`config.mk`:
```
export PLATFORM = sky130hd
export DESIGN_NAME = trdb_trace_fifo
export DESIGN_NICKNAME = d
export VERILOG_FILES = /design/src/rtl/trdb_pkg.sv /design/src/rtl/trdb_trace_fifo.sv
export SDC_FILE = /design/constraint.sdc
export NUM_CORES = 1
export LEC_CHECK = 0
export ABC_AREA = 1
export BUFFER_PORTS_ARGS = -buffer_cell sky130_fd_sc_hd__buf_2
export CORE_MARGIN = 10
export CORE_UTILIZATION = 55
export CTS_CLUSTER_SIZE = 8
export DETAILED_ROUTE_END_ITERATION = 6
export HOLD_SLACK_MARGIN = 0.08
export PLACE_DENSITY = 0.79
export SLEW_MARGIN = 20
export SYNTH_ARGS = -nofsm -noshare
export SYNTH_HDL_FRONTEND = slang
export SYNTH_SLANG_ARGS = --single-unit
```
`constraint.sdc`:
```
create_clock -name clk_i -period 4.1 [get_ports clk_i]
set_input_delay 0.615 -clock clk_i [delete_from_list [all_inputs] [get_ports clk_i]]
set_output_delay 0.615 -clock clk_i [all_outputs]
set_load 0.005 [all_outputs]
```
`src/rtl/trdb_pkg.sv`:
```
// Shared trace-debugger definitions: bus width and the trace FIFO flush state type.
package trdb_pkg;

    parameter int unsigned BUS_DATA_WIDTH = 32;

    typedef enum logic [1:0] {
        TRDB_FLUSH_IDLE  = 2'd0,
        TRDB_FLUSH_DRAIN = 2'd1,
        TRDB_FLUSH_DONE  = 2'd2
    } trdb_fifo_flush_e;

endpackage : trdb_pkg

```
`src/rtl/trdb_trace_fifo.sv`:
```
// Show-ahead trace FIFO between the stream aligner and the bus writer, with
// lossy overflow accounting and a flush-drain handshake.
module trdb_trace_fifo
    import trdb_pkg::*;
#(
    parameter int unsigned DEPTH      = 16,
    parameter int unsigned DROP_CNT_W = 16
) (
    input  logic                      clk_i,
    input  logic                      rst_ni,
    input  logic                      clear_i,
    input  logic [BUS_DATA_WIDTH-1:0] data_i,
    input  logic                      valid_i,
    input  logic                      flush_i,
    output logic [BUS_DATA_WIDTH-1:0] data_o,
    output logic                      valid_o,
    input  logic                      ready_i,
    output logic                      flush_done_o,
    output logic [$clog2(DEPTH):0]    fill_level_o,
    output logic                      overflow_o,
    output logic [DROP_CNT_W-1:0]     drop_count_o
);

    localparam int unsigned AW = $clog2(DEPTH);
    localparam int unsigned PW = AW + 1;

    logic [BUS_DATA_WIDTH-1:0] mem_r [DEPTH];

    logic [PW-1:0]             wr_ptr_r;
    logic [PW-1:0]             rd_ptr_r;
    logic [PW-1:0]             fill_r;
    logic                      valid_r;
    logic [BUS_DATA_WIDTH-1:0] data_r;
    logic                      flush_done_r;
    logic                      overflow_r;
    logic [DROP_CNT_W-1:0]     drop_cnt_r;
    trdb_fifo_flush_e          flush_r;

    logic                      empty_s;
    logic                      full_s;
    logic                      pop_s;
    logic                      push_s;
    logic                      drop_s;
    logic [PW-1:0]             wr_next_s;
    logic [PW-1:0]             rd_next_s;
    logic [PW-1:0]             fill_next_s;
    logic [BUS_DATA_WIDTH-1:0] data_next_s;
    logic [DROP_CNT_W-1:0]     drop_cnt_next_s;
    trdb_fifo_flush_e          flush_next_s;

    // Pointer-derived status and the push/pop/drop decision for this cycle.
    always_comb begin
        empty_s = (wr_ptr_r == rd_ptr_r);
        full_s  = (wr_ptr_r[AW-1:0] == rd_ptr_r[AW-1:0]) && (wr_ptr_r[AW] != rd_ptr_r[AW]);
        pop_s   = valid_r && ready_i;
        push_s  = valid_i && (!full_s || pop_s);
        drop_s  = valid_i && full_s && !pop_s;
    end

    // Next pointer values and the level/head word they imply.
    always_comb begin
        wr_next_s   = wr_ptr_r;
        rd_next_s   = rd_ptr_r;
        data_next_s = data_r;
        if (push_s) begin
            wr_next_s = wr_ptr_r + PW'(1);
        end else begin
            wr_next_s = wr_ptr_r;
        end
        if (pop_s) begin
            rd_next_s = rd_ptr_r + PW'(1);
        end else begin
            rd_next_s = rd_ptr_r;
        end
        fill_next_s = wr_next_s - rd_next_s;
        // The new head may be the word being written at this same edge.
        if (push_s && (wr_ptr_r[AW-1:0] == rd_next_s[AW-1:0])) begin
            data_next_s = data_i;
        end else begin
            data_next_s = mem_r[rd_next_s[AW-1:0]];
        end
    end

    // Saturating dropped-word counter.
    always_comb begin
        drop_cnt_next_s = drop_cnt_r;
        if (drop_s && (drop_cnt_r != {DROP_CNT_W{1'b1}})) begin
            drop_cnt_next_s = drop_cnt_r + DROP_CNT_W'(1);
        end else begin
            drop_cnt_next_s = drop_cnt_r;
        end
    end

    // Flush handshake: wait until every word seen so far has left the FIFO.
    always_comb begin
        flush_next_s = flush_r;
        case (flush_r)
            TRDB_FLUSH_IDLE: begin
                if (flush_i) begin
                    flush_next_s = TRDB_FLUSH_DRAIN;
                end else begin
                    flush_next_s = TRDB_FLUSH_IDLE;
                end
            end
            TRDB_FLUSH_DRAIN: begin
                if ((fill_next_s == {PW{1'b0}}) && !valid_i) begin
                    flush_next_s = TRDB_FLUSH_DONE;
                end else begin
                    flush_next_s = TRDB_FLUSH_DRAIN;
                end
            end
            TRDB_FLUSH_DONE: begin
                flush_next_s = TRDB_FLUSH_IDLE;
            end
            default: begin
                flush_next_s = TRDB_FLUSH_IDLE;
            end
        endcase
    end

    // Storage array; contents are never reset, only the pointers are.
    always_ff @(posedge clk_i) begin
        if (push_s && !clear_i) begin
            mem_r[wr_ptr_r[AW-1:0]] <= data_i;
        end
    end

    // Pointers and registered output view of the FIFO.
    always_ff @(posedge clk_i or negedge rst_ni) begin
        if (!rst_ni) begin
            wr_ptr_r <= {PW{1'b0}};
            rd_ptr_r <= {PW{1'b0}};
            fill_r   <= {PW{1'b0}};
            valid_r  <= 1'b0;
            data_r   <= {BUS_DATA_WIDTH{1'b0}};
        end else if (clear_i) begin
            wr_ptr_r <= {PW{1'b0}};
            rd_ptr_r <= {PW{1'b0}};
            fill_r   <= {PW{1'b0}};
            valid_r  <= 1'b0;
            data_r   <= {BUS_DATA_WIDTH{1'b0}};
        end else begin
            wr_ptr_r <= wr_next_s;
            rd_ptr_r <= rd_next_s;
            fill_r   <= fill_next_s;
            valid_r  <= (wr_next_s != rd_next_s);
            data_r   <= data_next_s;
        end
    end

    // Sticky overflow flag and dropped-word count.
    always_ff @(posedge clk_i or negedge rst_ni) begin
        if (!rst_ni) begin
            overflow_r <= 1'b0;
            drop_cnt_r <= {DROP_CNT_W{1'b0}};
        end else if (clear_i) begin
            overflow_r <= 1'b0;
            drop_cnt_r <= {DROP_CNT_W{1'b0}};
        end else begin
            overflow_r <= overflow_r | drop_s;
            drop_cnt_r <= drop_cnt_next_s;
        end
    end

    // Flush state register and its one-cycle completion pulse.
    always_ff @(posedge clk_i or negedge rst_ni) begin
        if (!rst_ni) begin
            flush_r      <= TRDB_FLUSH_IDLE;
            flush_done_r <= 1'b0;
        end else if (clear_i) begin
            flush_r      <= TRDB_FLUSH_IDLE;
            flush_done_r <= 1'b0;
        end else begin
            flush_r      <= flush_next_s;
            flush_done_r <= (flush_next_s == TRDB_FLUSH_DONE);
        end
    end

    assign data_o       = data_r;
    assign valid_o      = valid_r;
    assign fill_level_o = fill_r;
    assign flush_done_o = flush_done_r;
    assign overflow_o   = overflow_r;
    assign drop_count_o = drop_cnt_r;

endmodule : trdb_trace_fifo

```
==> impl_metrics.py <==
metrics = {
    "route": {
        "drt-total-wl_microns": 60100,
        "num_vias": 16300,
        "drtIter0Drc": 2183,
        "ant_nets": 0,
        "viasPerCell": 6.00,
        "drc": 0,
        "first_pass_iters": 6,
        "wire_per_inst_microns": 22.2,
    },
    "sta": {
        "holdWs_ns": 0.0751,
        "slew_headroom_pct": 25.0,
        "rsz0062_at_grt": "false",
        "worst_slew_pin_slew_ns": 1.12,
        "finalHoldViolCount": 0,
        "tns_ns": 0,
        "fin_crit_sh_pct": 77.9,
        "period_needed_ns": 3.19,
        "finClkSkew_ns": 0.0160,
        "clock.fmax_mhz": 313,
        "drv_slew": 0,
        "finalSetupViolations": 0,
    },
    "finish": {
        "layout_common_cells": "611 x nand2_1, 512 x edfxtp_1, 491 x nand3_1",
        "drive_gt1_share_pct": 11.7,
        "fin_cells": 2712,
        "nNetsFinal": 2156,
        "final_util_pct": 64.6,
        "area_delta_synth_final_pct": 15.6,
        "final_common_cell": "nand2_1",
    },
    "logic_synthesis": {
        "synth_seq_cells": 580,
        "ys_warn_count": 0,
        "synthAdderAreaFrac_pct": 0.533,
        "synthSimpleGateAreaFrac_pct": 22.1,
        "netlist_top_cells_area": "edfxtp_1 65%, nand3_1 10%, nand2_1 9.8%",
        "synth_area_per_cell_sq_um": 11.7,
        "synthMuxAreaShare_pct": 0,
        "synth_xor_area_share_pct": 0.368,
        "syn_inst": 2015,
        "syn-num-nets": 2063,
        "yosysTopAreaCell": "edfxtp_1",
        "synth_top_family_by_area": "simple AND/OR/NAND/NOR gates",
        "synth_compound_area_share_pct": 1.36,
        "synth_top_area_share_pct": 65.5,
        "synthesis.area_sq_mm": 0.0235,
        "synth_cell_types": 34,
        "yosysSeqAreaShare_pct": 72.7,
    },
    "flow_run": {
        "drv_cap": 0,
    },
    "setup_path": {
        "worstSetupPathType": "reg2reg",
        "arrival_ns": 3.67,
        "path_max_fanout": 86,
        "end_kind": "flop",
        "crit_required_ns": 4.57,
        "crit_path_start_kind": "flop",
    },
    "grt": {
        "grt_max_degree": 244,
        "grt_pass1_wl_microns": 91500,
        "antenna_found_initial": 3,
        "grt_overflow": 0,
        "grt.total_usage_pct": 23.3,
        "grt_pass1_vias": 15900,
    },
    "clock_tree": {
        "cts_tree": "done",
        "path_clk_slew_ns": 0.05,
        "numCtsBuffers": 82,
        "htree_levels": 3,
        "clk_latency_ns": 0.60,
        "cts_resized": 0,
        "cts_hold_buf": 0,
        "clock_tree.buffer_depth": 3,
        "clock_sinks": 580,
        "ctsRootBufferMaster": "clkbuf_16",
        "post-cts-setup-buffers": 0,
    },
    "placement": {
        "place_congestion": 0.850,
        "io_buffers": 93,
        "hpwl_microns": 30100,
        "dp.cells": 2562,
    },
    "power_and_ir_drop": {
        "cellLeakagePower_nw": 10.1,
        "pwr_density_cell_mw_per_mm2": 534,
        "total_power_mw": 14.5,
        "irDropWorstVdd_mv": 0.415,
    },
    "floorplanning": {
        "row_count": 75,
        "fp.dieH_microns": 227,
        "start_util_pct": 55.8,
        "boundaryPins": 94,
        "die_w_microns": 227,
        "die_area_sq_mm": 0.0513,
        "core-area_sq_mm": 0.0420,
    },
    "run_status": {
        "run_status": "finished clean",
    },
    "min_path": {
        "hp-class": "in2async",
    },
}
[final timing paths]
path / from / end / slack (ns) / depth (start not counted)
worst max-delay path: rd_ptr_r[1] / flush_r[0] / 0.91 / 16
worst min-delay path: rst_ni / fill_level_o[1] / 0.08 / 1
worst max register to register: rd_ptr_r[1] / flush_r[0] / 0.91 / 16
worst min register to register: flush_r[1] / flush_r[1] / 0.51 / 3
max in group asynchronous: rst_ni / data_o[20] / 3.45 / 1
min in group clk_i: flush_i / flush_r[0] / 0.31 / 3
[stage by stage]
stage | setup WS [ns] | instance area, sq um
after floorplan | 0.989 | 23500
after global placement | 0.817 | 24700
after detailed placement | 0.771 | 24700
after CTS | 0.983 | 27100
after global routing | 0.664 | 27100
final | 0.907 | 27100
[cell families after synthesis]
logic type      Yosys count
fa+ha+maj                10
xor+xnor                  9
compound gates           60
simple gates           1188
buf+inv                 168
flops                   580
[where the power goes]
group          internal (mW)  leakage, nW  switching [mW]
clock                   3.85         1.15            2.43
combinational          0.479         3.46            1.12
sequential              6.57         5.52          0.0539
[sequential cells by signal, indices dropped and copies added (netlist names)]
name,flops
data_o,32
flush_done_o,1
wr_ptr_r,5
fill_level_o,5
mem_r,512
drop_count_o,16
overflow_o,1
rd_ptr_r,5
flush_r,2
valid_o,1
[metal layers]
layer	routed length (microns)	up-vias	track usage, %
met3	6880	160	4.60
met1	22800	7775	31.1
met4	1840	4	9.82
met5	22	-	0
met2	28600	1048	36.8
li1	-	7281	-
[Yosys cell counts]
library cell,n
nand2_1,611
edfxtp_1,512
nand3_1,491
dfrtp_1,68
clkbuf_1,61
nor2_1,59
a21oi_1,42
inv_1,40
buf_2,36
buf_1,18
ha_1,10
inv_2,10
nor3_1,9
o21ai_0,9
nand4_1,6
xor2_1,6
a211oi_1,4
buf_4,2
nand2_2,2
nand2_4,2
nand3_2,2
o21ai_1,2
xnor2_1,2
a31oi_1,1
a41oi_1,1
clkinv_1,1
nand3b_1,1
nand4_2,1
nor2_4,1
nor3_4,1
nor4_1,1
nor4_4,1
o21ai_2,1
xor2_2,1
[critical path: stages, from the launching register on]
cell and delay (ns):
dfrtp_1 0.44, ha_1 0.30, inv_1 0.06, o21ai_4 0.21, buf_4 0.85, nand2_1 0.18
nand2_1 0.11, inv_1 0.06, ha_1 0.18, inv_1 0.08, nand2_1 0.08, nand2_1 0.10
nand2_1 0.06, nor2_1 0.09, nand3_1 0.12, nor2_1 0.10, nor2_1 0.05
[cell type report]
cell class	instances	area, sq um
Sequential cell	580	17100
Fill cell	2977	14900
Multi-Input combinational cell	1267	5890
Clock buffer	143	2340
Timing Repair Buffer	126	890
Tap cell	539	674
Inverter	51	199
Clock inverter	5	66.3
Antenna cell	1	2.50
(Power assumes the default switching activity.)
